$ cat src/rtl/clkctrl_speed_fsm.sv
// Sequences CPU clock changeovers between the host (slow) and local (fast) sources.
// Decodes each CPU cycle, holds the turbo control register and drives the clock switcher selects.
module clkctrl_speed_fsm #(
  parameter logic [15:0] FAST_TOP    = 16'h8000,
  parameter logic [15:0] CTRL_ADDR   = 16'hFE4F,
  parameter int unsigned SLOW_HOLD   = 4,
  parameter int unsigned SYNC_STAGES = 2
) (
  input  logic        clk_in,
  input  logic        rst,
  input  logic [15:0] addr_in,
  input  logic        vda_in,
  input  logic        vpa_in,
  input  logic        rnw_in,
  input  logic [7:0]  data_in,
  input  logic        hsclk_selected,
  input  logic        lsclk_selected,
  output logic        hsclk_sel,
  output logic [1:0]  cpuclk_div_sel,
  output logic        fast_mode,
  output logic [7:0]  data_out,
  output logic        data_oe
);

  localparam int unsigned HOLD_W = 4;
  localparam int unsigned CTRL_W = 3;

  typedef enum logic [1:0] {
    SLOW    = 2'b00,
    TO_FAST = 2'b01,
    FAST    = 2'b10,
    TO_SLOW = 2'b11
  } state_t;

  state_t                  state_q;
  logic [CTRL_W-1:0]       ctrl_q;
  logic [HOLD_W-1:0]       hold_cnt;
  logic [SYNC_STAGES-1:0]  hs_sync;
  logic [SYNC_STAGES-1:0]  ls_sync;

  logic valid;
  logic host;
  logic wr;
  logic turbo_en;
  logic hs_ack;
  logic ls_ack;
  logic unused_data;

  // Cycle decode for the current CPU cycle
  assign valid    = vda_in | vpa_in;
  assign host     = valid & (addr_in >= FAST_TOP);
  assign wr       = vda_in & ~rnw_in & (addr_in == CTRL_ADDR);
  assign data_oe  = vda_in & rnw_in & (addr_in == CTRL_ADDR);
  assign turbo_en = ctrl_q[0];
  assign hs_ack   = hs_sync[SYNC_STAGES-1];
  assign ls_ack   = ls_sync[SYNC_STAGES-1];

  assign data_out    = {state_q, 3'b000, ctrl_q};
  // Upper write-data bits have no storage behind them
  assign unused_data = ^data_in[7:CTRL_W];

  // Selected-flag synchronisers; the switcher flags are asynchronous to clk_in
  always_ff @(negedge clk_in or posedge rst) begin
    if (rst) begin
      hs_sync <= '0;
      ls_sync <= '0;
    end else begin
      hs_sync <= {hs_sync[SYNC_STAGES-2:0], hsclk_selected};
      ls_sync <= {ls_sync[SYNC_STAGES-2:0], lsclk_selected};
    end
  end

  // Turbo control register and the applied divider copy (only refreshed while on the slow clock)
  always_ff @(negedge clk_in or posedge rst) begin
    if (rst) begin
      ctrl_q         <= '0;
      cpuclk_div_sel <= '0;
    end else begin
      if (wr) begin
        ctrl_q <= data_in[CTRL_W-1:0];
      end
      if (state_q == SLOW) begin
        cpuclk_div_sel <= ctrl_q[2:1];
      end
    end
  end

  // Speed FSM; decisions use the pre-write turbo_en of this cycle
  always_ff @(negedge clk_in or posedge rst) begin
    if (rst) begin
      state_q   <= SLOW;
      hsclk_sel <= 1'b0;
      fast_mode <= 1'b0;
      hold_cnt  <= HOLD_W'(SLOW_HOLD);
    end else begin
      case (state_q)
        SLOW: begin
          if (host) begin
            hold_cnt <= HOLD_W'(SLOW_HOLD);
          end else if (hold_cnt != '0) begin
            hold_cnt <= hold_cnt - HOLD_W'(1);
          end
          if (turbo_en && (hold_cnt == '0) && !host) begin
            state_q   <= TO_FAST;
            hsclk_sel <= 1'b1;
          end
        end
        TO_FAST: begin
          if (!turbo_en || host) begin
            state_q   <= TO_SLOW;
            hsclk_sel <= 1'b0;
          end else if (hs_ack) begin
            state_q   <= FAST;
            fast_mode <= 1'b1;
          end
        end
        FAST: begin
          if (host || !turbo_en) begin
            state_q   <= TO_SLOW;
            hsclk_sel <= 1'b0;
            fast_mode <= 1'b0;
          end
        end
        TO_SLOW: begin
          if (ls_ack) begin
            state_q  <= SLOW;
            hold_cnt <= HOLD_W'(SLOW_HOLD);
          end
        end
        default: begin
          state_q   <= SLOW;
          hsclk_sel <= 1'b0;
          fast_mode <= 1'b0;
        end
      endcase
    end
  end

endmodule

$ cat config.mk
export PLATFORM = sky130hd
export DESIGN_NAME = clkctrl_speed_fsm
export DESIGN_NICKNAME = d
export VERILOG_FILES = /design/src/rtl/clkctrl_speed_fsm.sv
export SDC_FILE = /design/constraint.sdc
export NUM_CORES = 1
export LEC_CHECK = 0
export BUFFER_PORTS_ARGS = -buffer_cell sky130_fd_sc_hd__buf_2
export CAP_MARGIN = 15
export CORE_AREA = 3 3 49 51
export CTS_CLUSTER_SIZE = 16
export DETAILED_ROUTE_END_ITERATION = 8
export DIE_AREA = 0 0 52 54
export GPL_ROUTABILITY_DRIVEN = 0
export MAX_ROUTING_LAYER = met4
export PLACE_DENSITY = 0.78
export SLEW_MARGIN = 25
export SYNTH_ARGS = -nofsm -noshare
export SYNTH_HDL_FRONTEND = slang
export SYNTH_SLANG_ARGS = --single-unit
export TNS_END_PERCENT = 30
$ cat constraint.sdc
create_clock -name clk_in -period 3.3 [get_ports clk_in]
set_input_delay 0.495 -clock clk_in [delete_from_list [all_inputs] [get_ports clk_in]]
set_output_delay 0.495 -clock clk_in [all_outputs]
set_load 0.01 [all_outputs]
# ---- Word-level counts from Yosys, hierarchy flattened
# Index checks and enable logic that the tools add are counted.
dict set report totals {
  in_bits 31
  register_bits 17
  elab_cells 61
  out_inout_bits 13
}
dict set report op_classes {
  n_bitwise 7
  mux 16
  n_reduce_logical 16
  order_cmp 1
  eq_ne 12
  n_addsub 1
}
# op n
set ops {}
lappend ops {{$eq A16 B16 Y1 const B} 1}
lappend ops {{$ge A16 B16 Y1 const B} 1}
lappend ops {{$mux W4} 3}
lappend ops {{$mux W2} 5}
lappend ops {{$ne A2 B2 Y1 const B} 4}
lappend ops {{$pmux W2 S4} 1}
lappend ops {{$pmux W4 S2} 1}
lappend ops {{$reduce_and A4 Y1} 2}
lappend ops {{$reduce_and A3 Y1} 2}
lappend ops {{$reduce_bool A2 Y1} 3}
lappend ops {{$and A1 B1 Y1} 5}
lappend ops {{$eq A2 B2 Y1 const B} 2}
lappend ops {{$logic_not A4 Y1} 1}
lappend ops {{$mux W1} 4}
lappend ops {{$ne A2 B1 Y1 const B} 2}
lappend ops {{$pmux W1 S2} 2}
lappend ops {{$reduce_bool A4 Y1} 1}
lappend ops {{$sub A4 B1 Y4 const B} 1}
lappend ops {{$ne A3 B2 Y1 const B} 1}
lappend ops {{$ne A3 B3 Y1 const B} 1}
lappend ops {{$eq A2 B1 Y1 const B} 1}
lappend ops {{$logic_and A1 B1 Y1} 2}
lappend ops {{$logic_not A1 Y1} 2}
lappend ops {{$logic_not A2 Y1} 1}
lappend ops {{other kinds (4)} 4}

# ---- Logic depth before layout (Yosys ltp)
# Gate-level depths: netlist (run 1).
dict set report logic_depth {
  word_depth 6
  mapped_depth 6
}

==> metrics.txt, run 1 <==
status complete, but fails checks; failing checks negative setup slack; Initial Util 47.3%; I/O pin count 44; CTS sink cnt 17; Logic pwr share just under 50%; mean routed wirelength per cell 13.1 um; yosys warns 0; Layout fillers 174; WL met2 approximately 1.0 mm; largest net degree at the start of global routing 12; ratio of cells with drive above 1 in the final layout 44.5%; leakage between 0.6 and 0.7 nW; sw power between 0.3 and 0.4 mW; adder-cell share of the synthesized area 10.7%; DRT iter0 DRCs 5; CTS tree yes; Setup Slack @ Placement -0.365 ns; Yosys cell types 34; Port Buffers 35; compound-gate portion of the synthesized area 14.0%; WS Path Type input pin to flip-flop; Setup WS post-layout -0.0511 ns; # diodes 0; critical path's slowest cell or4_4; vias in the first global route 778; placed cell count 151; Post-Route WL 2.04 mm; TritonCTS Buffers 3; hold crit path type flip-flop to flip-flop; Worst setup SP type input pin; Cell Rows 16; clock share of power 13.8%; Main synth FF type dfrtn_1; Mapped Area around 940 um^2; Int Pwr approximately 0.52 mW; Critical Path End Type flip-flop; WP buf/inv 1; Data arrival, critical path 1.84 ns; DPL Wire Length 1.69 mm; net switching fraction of the power a little under two fifths; vias 781; chip width around 52 um; core region area just under 2000 um^2; Seq pwr share 36.9%; CTS H-tree depth 1; Syn Area/Cell 11.3 um^2; sequential area share after synthesis between 40 and 50%; final instance area 1210 um^2; die height between 50 and 60 um; RSZ-0062 raised after global routing true; Worst path max stage delay between 0.5 and 0.6 ns; GRT Total Usage 15.5%; synthesis-stage register bit count 17; grt total ovfl 0; area share of xor/xnor cells in the synthesized design 0%; first-pass GRT wire length 3.15 mm; TritonRoute pass-1 iters 4; largest family of logic cells by synthesized area simple AND/OR/NAND/NOR gates; Max VDD drop approximately 470 uV; Post-CTS Setup Bufs 0; Post-Layout Cell Count 155; Crit path max-delay family simple AND/OR/NAND/NOR gates; EDFF count, synth 0; crit path cell chain buf_2 -> nand4_1 -> or4_4 -> nor4_4 -> mux2_2; Synth-to-Final Area Change 29.2%; Area after DPL ~1200 um^2; simple logic cell fraction of the synthesized area 16.7%; CTS Buffer Depth 2; Worst-Skew Late Latency 0.34 ns; Worst-path clk slew around 0.070 ns; Antenna Violating Nets Remaining 0; highest routed metal layer met4; final hold viol count 0; post-synthesis cell count 83; most frequent cells in the layout 35 x buf_2, 16 x dfrtn_1, 8 x inv_1, 8 x ha_1, 7 x buf_4; wl on met1 833 um; Final Power a little over 0.8 mW; setup violators final 3; Nets between 150 and 200; Slew Limit Fails 0; Hold Buf Count CTS 0; antenna violations before repair 0; via/cell ratio 5.04; Max FO, Critical Path 3; fraction of registers with async set/reset 100%; most common cell after layout, fill and taps aside buf_2; CP required 1.79 ns; Setup Skew 0.0528 ns; met3 wire length 116 um; DRC 0; Max-Cap Viols 0; die area 2810 um^2; root buf cell clkbuf_4; mux share of post-synthesis cell area around 7.2%; Pwr per Cell Area 684 nW/um^2; post-CTS sizing 0
[per-stage QoR]
| stage | hold WS (ns) | utilization (%) | TNS [ns] |
|---|---|---|---|
| 6_report | 0.301 | 61.2 | -0.148 |
| 5_1_grt | 0.299 | 61.2 | -0.330 |
| 4_1_cts | 0.297 | 61.2 | -0.192 |
| 3_5_place_dp | 0.297 | 59.8 | -1.78 |
| 3_3_place_gp | 0.293 | 59.8 | -1.60 |
| 2_1_floorplan | 0.292 | - | -0.802 |
[metal layers]
layer	global-route usage, %	vias up
met1	17.0	364
met5	-	-
met3	1.66	6
met2	28.2	25
li1	-	386
met4	6.55	0
[final timing paths]
check	startpoint	to	slack, ns	cells after the start
setup / recovery	addr_in[15]	ctrl_q[1]$_DFFE_NP0P_	-0.05	5
hold / removal	ls_sync[0]$_DFF_NP0_	ls_sync[1]$_DFF_NP0_	0.30	0
setup reg to reg	state_q[1]$_DFFE_NP0P_	state_q[1]$_DFFE_NP0P_	1.22	6
hold reg to reg	ls_sync[0]$_DFF_NP0_	ls_sync[1]$_DFF_NP0_	0.30	0
max in group asynchronous	rst	state_q[1]$_DFFE_NP0P_	1.17	3
min in group asynchronous	rst	fast_mode$_DFFE_NP0P_	1.66	2
[flip-flops by register name, indices dropped and copies added, names as in the netlist]
name,cells
ls_sync,2
hs_sync,2
state_q,2
ctrl_q,3
hsclk_sel,1
fast_mode,1
hold_cnt,4
cpuclk_div_sel,2
[cell usage after synthesis, types with 2 or more instances]
cell	instances	area share, %
mux2_2	6	7.2
inv_1	8	3.2
ha_1	8	11
nand2_1	4	1.6
o21ai_0	4	2.1
a31oi_1	2	1.3
nor3b_1	2	1.6
dfrtn_1	16	43
o31ai_1	4	3.2
nor2b_1	2	1.3
nand3_1	2	1.1
buf_4	3	2.4
[kinds of logic (layout without fill, tap and decap cells)]
family	count (synthesis)	after routing
compound gates	18	18
fa+ha+maj	8	8
buf+inv	11	54
flops	17	17
mux	6	6
other cells	1	3
simple gates	22	22
[power groups by stage]
stage	sequential, mW	clock (mW)	combinational (mW)
finish	0.306	0.114	0.409
global route	0.314	0.128	0.448
floorplan	0.307	0.00379	0.264
CTS	0.306	0.118	0.406
global placement	0.306	0.00379	0.382
detailed placement	0.309	0.00379	0.405
[area by class of cell]
| cell class | instances | area [um^2] | share of cell area, % |
|---|---|---|---|
| Sequential cell | 17 | 427 | 35.2 |
| Multi-Input combinational cell | 57 | 467 | 38.5 |
| Clock buffer | 3 | 22.5 | 1.86 |
| Tap cell | 27 | 33.8 | 2.79 |
| Clock inverter | 2 | 8.76 | 0.722 |
| Inverter | 7 | 26.3 | 2.17 |
| Timing Repair Buffer | 42 | 228 | 18.8 |
No activity file was read; power rests on OpenSTA's default activity.
==> inputs of run 2 (changes only) <==
--- a/config.mk
+++ b/config.mk
@@ -5,15 +5,16 @@
 export SDC_FILE = /design/constraint.sdc
 export NUM_CORES = 1
 export LEC_CHECK = 0
+export ABC_AREA = 1
 export BUFFER_PORTS_ARGS = -buffer_cell sky130_fd_sc_hd__buf_2
 export CAP_MARGIN = 15
-export CORE_AREA = 3 3 49 51
+export CORE_AREA = 3 3 51 53
 export CTS_CLUSTER_SIZE = 16
 export DETAILED_ROUTE_END_ITERATION = 8
-export DIE_AREA = 0 0 52 54
+export DIE_AREA = 0 0 54 56
 export GPL_ROUTABILITY_DRIVEN = 0
 export MAX_ROUTING_LAYER = met4
-export PLACE_DENSITY = 0.78
+export PLACE_DENSITY = 0.8
 export SLEW_MARGIN = 25
 export SYNTH_ARGS = -nofsm -noshare
 export SYNTH_HDL_FRONTEND = slang
==> metrics.txt, run 2 <==
TritonRoute pass-1 iters 4 (unchanged); status finished, final reports clean; Multi-input gate area 547 um^2 (+17%); Cell Rows 17 (+1); hold crit path type flip-flop to flip-flop; grt total ovfl 0 (unchanged); antenna violations before repair 0 (unchanged); top flop regs hold_cnt: 4 flops, ctrl_q: 3 flops; CP required 2.80 ns (+1.01 ns); Worst setup SP type flip-flop; largest register by flop count hold_cnt; leakage 0.779 nW (+21%); final instance area 1310 um^2 (+8.3%); CTS H-tree depth 1 (unchanged); # diodes 0 (unchanged); Mapped Area 1080 um^2 (+15%); Setup Skew 0.0594 ns (+0.00653 ns); final hold viol count 0 (unchanged); Worst path max stage delay 0.53 ns (+0.02 ns); Antenna Violating Nets Remaining 0 (unchanged); max FFs per register 4 (unchanged); area leader, netlist dfrtn_1; sequential area share after synthesis 39.4% (-6.0 points); synth cell count leaders 44 x nand2_1, 25 x inv_1, 20 x nor2_1; first-pass GRT wire length 4.09 mm (+30%); GRT Total Usage 18.1% (+2.6 points); CTS tree yes; count leader, synth nand2_1; FF/Latch Area 427 um^2 (unchanged); WS Path Type flip-flop to output pin; Fin Setup TNS 0 ns (+0.148 ns); Slew Limit Fails 0 (unchanged); DRT iter0 DRCs 15 (+10); CTS sink cnt 17 (unchanged); chip width 54 um (+3.8%); most frequent cells in the layout 44 x nand2_1, 35 x buf_2, 25 x inv_1, 20 x nor2_1, 16 x dfrtn_1; root buf cell clkbuf_4; Syn Area/Cell 7.17 um^2 (-37%); Max-Cap Viols 0 (unchanged); I/O pin count 44 (unchanged); Final Power 0.836 mW (+0.73%); WP buf/inv 1 (unchanged); Yosys cell types 21 (-38%); DRC 0 (unchanged); die height 56 um (+3.7%); Initial Util 49.4% (+2.1 points); Nets 230 (+37%); setup violators final 0 (-3); vias 1033 (+32%); yosys warns 0 (unchanged); TritonCTS Buffers 3 (unchanged); vias in the first global route 1017 (+31%); core region area 2190 um^2 (+11%); synthesis-stage register bit count 17 (unchanged); RSZ-0062 raised after global routing false; Max VDD drop 497 uV (+5.0%); post-CTS sizing 0 (unchanged); Data arrival, critical path 2.65 ns (+0.81 ns); Port Buffers 35 (unchanged); Hold Buf Count CTS 0 (unchanged); DPL Wire Length 1.94 mm (+15%); CTS Buffer Depth 2 (unchanged); ratio of cells with drive above 1 in the final layout 23.7% (-21 points); top cells by area, synth dfrtn_1 37%, nand2_1 15%, ha_1 9.2%; post-synthesis cell count 151 (+82%); Worst-Skew Late Latency 0.35 ns (about the same); Main synth FF type dfrtn_1; critical path's slowest cell dfrtn_1; Area after DPL 1280 um^2 (+8.4%); Post-Route WL 2.35 mm (+16%); Synth-to-Final Area Change 21.3%; Setup Slack @ Placement 0.198 ns (+0.563 ns); Layout fillers 198 (+14%); Setup WS post-layout 0.160 ns (+0.211 ns); crit path cell chain buf_2; via/cell ratio 4.74 (-6.0%); Critical Path End Type output pin; largest net degree at the start of global routing 11 (-1); fraction of registers with async set/reset 100% (unchanged); die area 3020 um^2 (+7.7%); area share of the largest cell type after synthesis 37.0% (-5.7 points); Crit path max-delay family flip-flops; Pwr per Cell Area 637 nW/um^2 (-6.9%); Max FO, Critical Path 7 (+4); Worst-path clk slew 0.07 ns (about the same); mean routed wirelength per cell 10.8 um (-18%); EDFF count, synth 0 (unchanged); most common cell after layout, fill and taps aside nand2_1; Post-CTS Setup Bufs 0 (unchanged)
## run 2: power breakdown
group	internal [mW]	leakage, nW	total [mW]	switching [mW]
combinational	0.160	0.540	0.409	0.249
sequential	0.264	0.216	0.310	0.0456
clock	0.0466	0.0230	0.118	0.0709
## run 2: worst paths after layout
path                                   startpoint                 endpoint  slack [ns]  cells past startpoint
max in group asynchronous                     rst  hold_cnt[1]$_DFFE_NP0P_        1.14                      3
setup / recovery           state_q[0]$_DFFE_NP0P_              data_out[6]        0.16                      1
hold / removal               ls_sync[0]$_DFF_NP0_     ls_sync[1]$_DFF_NP0_        0.31                      0
min in group asynchronous                     rst   state_q[1]$_DFFE_NP0P_        1.68                      2
hold reg to reg              ls_sync[0]$_DFF_NP0_     ls_sync[1]$_DFF_NP0_        0.31                      0
setup reg to reg           state_q[0]$_DFFE_NP0P_  hold_cnt[1]$_DFFE_NP0P_        1.74                      6
## run 2: cell families after synthesis
group | synth area share (%)
AO/OA/AOI/OAI | 3.58
XOR/XNOR | 0.809
adder cells (fa/ha/maj) | 9.25
buffers and inverters | 10.8
flip-flops | 39.4
other | 0.346
AND/OR/NAND/NOR | 35.8
## run 2: through the flow
stage / instances / utilization, % / hold WS [ns]
global route: 218 / 59.9 / 0.323
detailed placement: 214 / 58.7 / 0.310
CTS: 218 / 59.9 / 0.314
global placement: 214 / 58.7 / 0.293
finish: 218 / 59.9 / 0.311
floorplan: 153 / - / 0.292
## run 2: final cells by class
class | instances | share of cell area [%]
Timing Repair Buffer | 36 | 13.9
Tap cell | 28 | 2.67
Multi-Input combinational cell | 108 | 41.7
Inverter | 24 | 6.86
Clock inverter | 2 | 0.667
Sequential cell | 17 | 32.5
Clock buffer | 3 | 1.72
## run 2: worst register-to-register path, delay by kind of cell (launching register included)
family                     cells  cell delay [ns]
DFF                            1             0.53
and+or+nand+nor                2             0.25
buffers and inverters          2             0.22
adders and majority gates      1             0.33
AOI/OAI and AO/OA              1             0.08
## run 2: per-layer routing
layer | share of wire, % | global-route usage [%] | routed length (um) | vias up
met5 | 0 | - | 0 | -
li1 | - | - | - | 536
met2 | 52 | 30.4 | 1220 | 20
met3 | 2.5 | 1.61 | 60 | 6
met4 | 1.2 | 8.19 | 29 | 0
met1 | 44 | 21.1 | 1040 | 471
==> inputs of run 3 (changes only) <==
--- a/config.mk
+++ b/config.mk
@@ -8,13 +8,13 @@
 export ABC_AREA = 1
 export BUFFER_PORTS_ARGS = -buffer_cell sky130_fd_sc_hd__buf_2
 export CAP_MARGIN = 15
-export CORE_AREA = 3 3 51 53
+export CORE_AREA = 3 3 41 70
 export CTS_CLUSTER_SIZE = 16
 export DETAILED_ROUTE_END_ITERATION = 8
-export DIE_AREA = 0 0 54 56
+export DIE_AREA = 0 0 44 73
 export GPL_ROUTABILITY_DRIVEN = 0
 export MAX_ROUTING_LAYER = met4
-export PLACE_DENSITY = 0.8
+export PLACE_DENSITY = 0.75
 export SLEW_MARGIN = 25
 export SYNTH_ARGS = -nofsm -noshare
 export SYNTH_HDL_FRONTEND = slang
==> constraint.sdc (replaced) <==
create_clock -name clk_in -period 3.6 [get_ports clk_in]
set_input_delay 0.54 -clock clk_in [delete_from_list [all_inputs] [get_ports clk_in]]
set_output_delay 0.54 -clock clk_in [all_outputs]
set_load 0.01 [all_outputs]
==> metrics.txt, run 3 (synthesis results as in run 2) <==
Worst setup SP type flip-flop; Nets 229 (-0.43%); hold_sp hs_sync[0]$_DFF_NP0_; largest register by flop count hold_cnt; DPL Wire Length 1.93 mm (-0.51%); grt total ovfl 0 (unchanged); chip width 44 um (-19%); Synth-to-Final Area Change 22.0%; Max FO, Critical Path 7 (unchanged); Final Power 0.812 mW (-2.9%); Worst Reg2Reg Path Length in Cells 6 (unchanged); Antenna Violating Nets Remaining 0 (unchanged); die height 73 um (+30%); Critical Path End Type output pin; Cell Rows 23 (+6); Worst-path clk slew 0.05 ns (-0.02 ns); WS Path Type flip-flop to output pin; leakage 0.778 nW (-0.11%); hold crit path type flip-flop to flip-flop; GRT Total Usage 16.4% (-1.7 points); DRC 0 (unchanged); worst-margin pin slew 0.628 ns; CTS Buffer Depth 2 (unchanged); status finished, final reports clean; Initial Util 45.9% (-3.5 points); vias in the first global route 1084 (+6.6%); Hold Buf Count CTS 0 (unchanged); Max VDD drop 228 uV (-54%); max FFs per register 4 (unchanged); Post-CTS Setup Bufs 0 (unchanged); Data arrival, critical path 2.77 ns (+0.12 ns); Max transition margin around three fifths; WP buf/inv 1 (unchanged); DRT iter0 DRCs 15 (unchanged); Worst-Skew Late Latency 0.32 ns (-0.03 ns); setup violators final 0 (unchanged); CTS sink cnt 17 (unchanged); r2r startpoint state_q[0]$_DFFE_NP0P_; most frequent cells in the layout 44 x nand2_1, 35 x buf_2, 25 x inv_1, 20 x nor2_1, 16 x dfrtn_1; CTS tree yes; Setup Skew 0.0493 ns (-0.0100 ns); Layout fillers 225 (+14%); RSZ-0062 raised after global routing false; ratio of cells with drive above 1 in the final layout 23.3% (-0.40 points); Post-Route WL 2.27 mm (-3.4%); Slew Limit Fails 0 (unchanged); most common cell after layout, fill and taps aside nand2_1; # diodes 0 (unchanged); core region area 2360 um^2 (+7.7%); via/cell ratio 4.92 (+3.8%); critical path's slowest cell dfrtn_1; Fin Setup TNS 0 ns (unchanged); CP required 3.06 ns (+0.26 ns); mean routed wirelength per cell 10.6 um (-1.6%); die area 3210 um^2 (+6.2%); vias 1053 (+1.9%); antenna violations before repair 0 (unchanged); post-CTS sizing 0 (unchanged); root buf cell clkbuf_8; CP Depth 1 (unchanged); final hold viol count 0 (unchanged); Port Buffers 35 (unchanged); crit path cell chain buf_2; top flop regs hold_cnt: 4 flops, ctrl_q: 3 flops; Pwr per Cell Area 615 nW/um^2 (-3.5%); Max-Cap Viols 0 (unchanged); largest net degree at the start of global routing 18 (+7); first-pass GRT wire length 4.02 mm (-1.7%); Worst path max stage delay 0.52 ns (about the same); I/O pin count 44 (unchanged); CTS H-tree depth 1 (unchanged); TritonCTS Buffers 3 (unchanged); TritonRoute pass-1 iters 4 (unchanged); Hold Crit Depth 0 (unchanged); Crit path max-delay family flip-flops; Crit. Startpoint state_q[1]$_DFFE_NP0P_
run 3: cell count changes in the layout (fill, tap and decap cells not counted):
cell,before,now
clkbuf_8,0,3
clkbuf_4,3,0
clkinv_2,1,0
buf_4,1,0
clkinvlp_2,0,1
run 3: final cells by class:
| cell class | count | area, um^2 | area share, % |
|---|---|---|---|
| Tap cell | 25 | 31.3 | 2.37 |
| Clock buffer | 3 | 41.3 | 3.13 |
| Sequential cell | 17 | 427 | 32.3 |
| Inverter | 24 | 90.1 | 6.82 |
| Timing Repair Buffer | 35 | 175 | 13.3 |
| Clock inverter | 2 | 8.76 | 0.664 |
| Multi-Input combinational cell | 108 | 547 | 41.4 |
run 3: per-stage QoR:
| stage | setup WS [ns] | util, % | hold slack, ns | instance area [um^2] | cells |
|---|---|---|---|---|---|
| 2_1_floorplan | 0.562 | - | 0.292 | 1090 | 153 |
| 3_3_place_gp | 0.299 | 54.0 | 0.295 | 1270 | 210 |
| 3_5_place_dp | 0.285 | 54.0 | 0.305 | 1270 | 210 |
| 4_1_cts | 0.290 | 55.9 | 0.305 | 1320 | 214 |
| 5_1_grt | 0.265 | 55.9 | 0.308 | 1320 | 214 |
| 6_report | 0.294 | 55.9 | 0.300 | 1320 | 214 |
run 3: per-layer routing:
layer	vias up	share of wire (%)	GRT usage, %
met5	-	0	-
met4	0	1.4	6.04
met3	4	6.6	1.98
met2	37	55	32.3
met1	477	37	15.0
li1	535	-	-
run 3: power by group:
part           switching (mW)  internal, mW
Combinational           0.233         0.145
Sequential             0.0440         0.242
Clock                  0.0695        0.0777
run 3: worst paths after layout:
kind / slack (ns) / endpoint
min in group asynchronous: 2.03 / hs_sync[1]$_DFF_NP0_
setup / recovery: 0.29 / data_out[7]
hold reg to reg: 0.30 / hs_sync[1]$_DFF_NP0_
max in group asynchronous: 1.11 / hold_cnt[2]$_DFFE_NP1P_
setup reg to reg: 2.02 / hold_cnt[3]$_DFFE_NP0P_
hold / removal: 0.30 / hs_sync[1]$_DFF_NP0_
run 3: worst reg2reg max path, cell delays in order (launching register included):
cell,delay [ns]
dfrtn_1,0.52
inv_1,0.13
ha_1,0.33
inv_1,0.10
nand3_2,0.16
nand2_1,0.10
o21ai_0,0.08
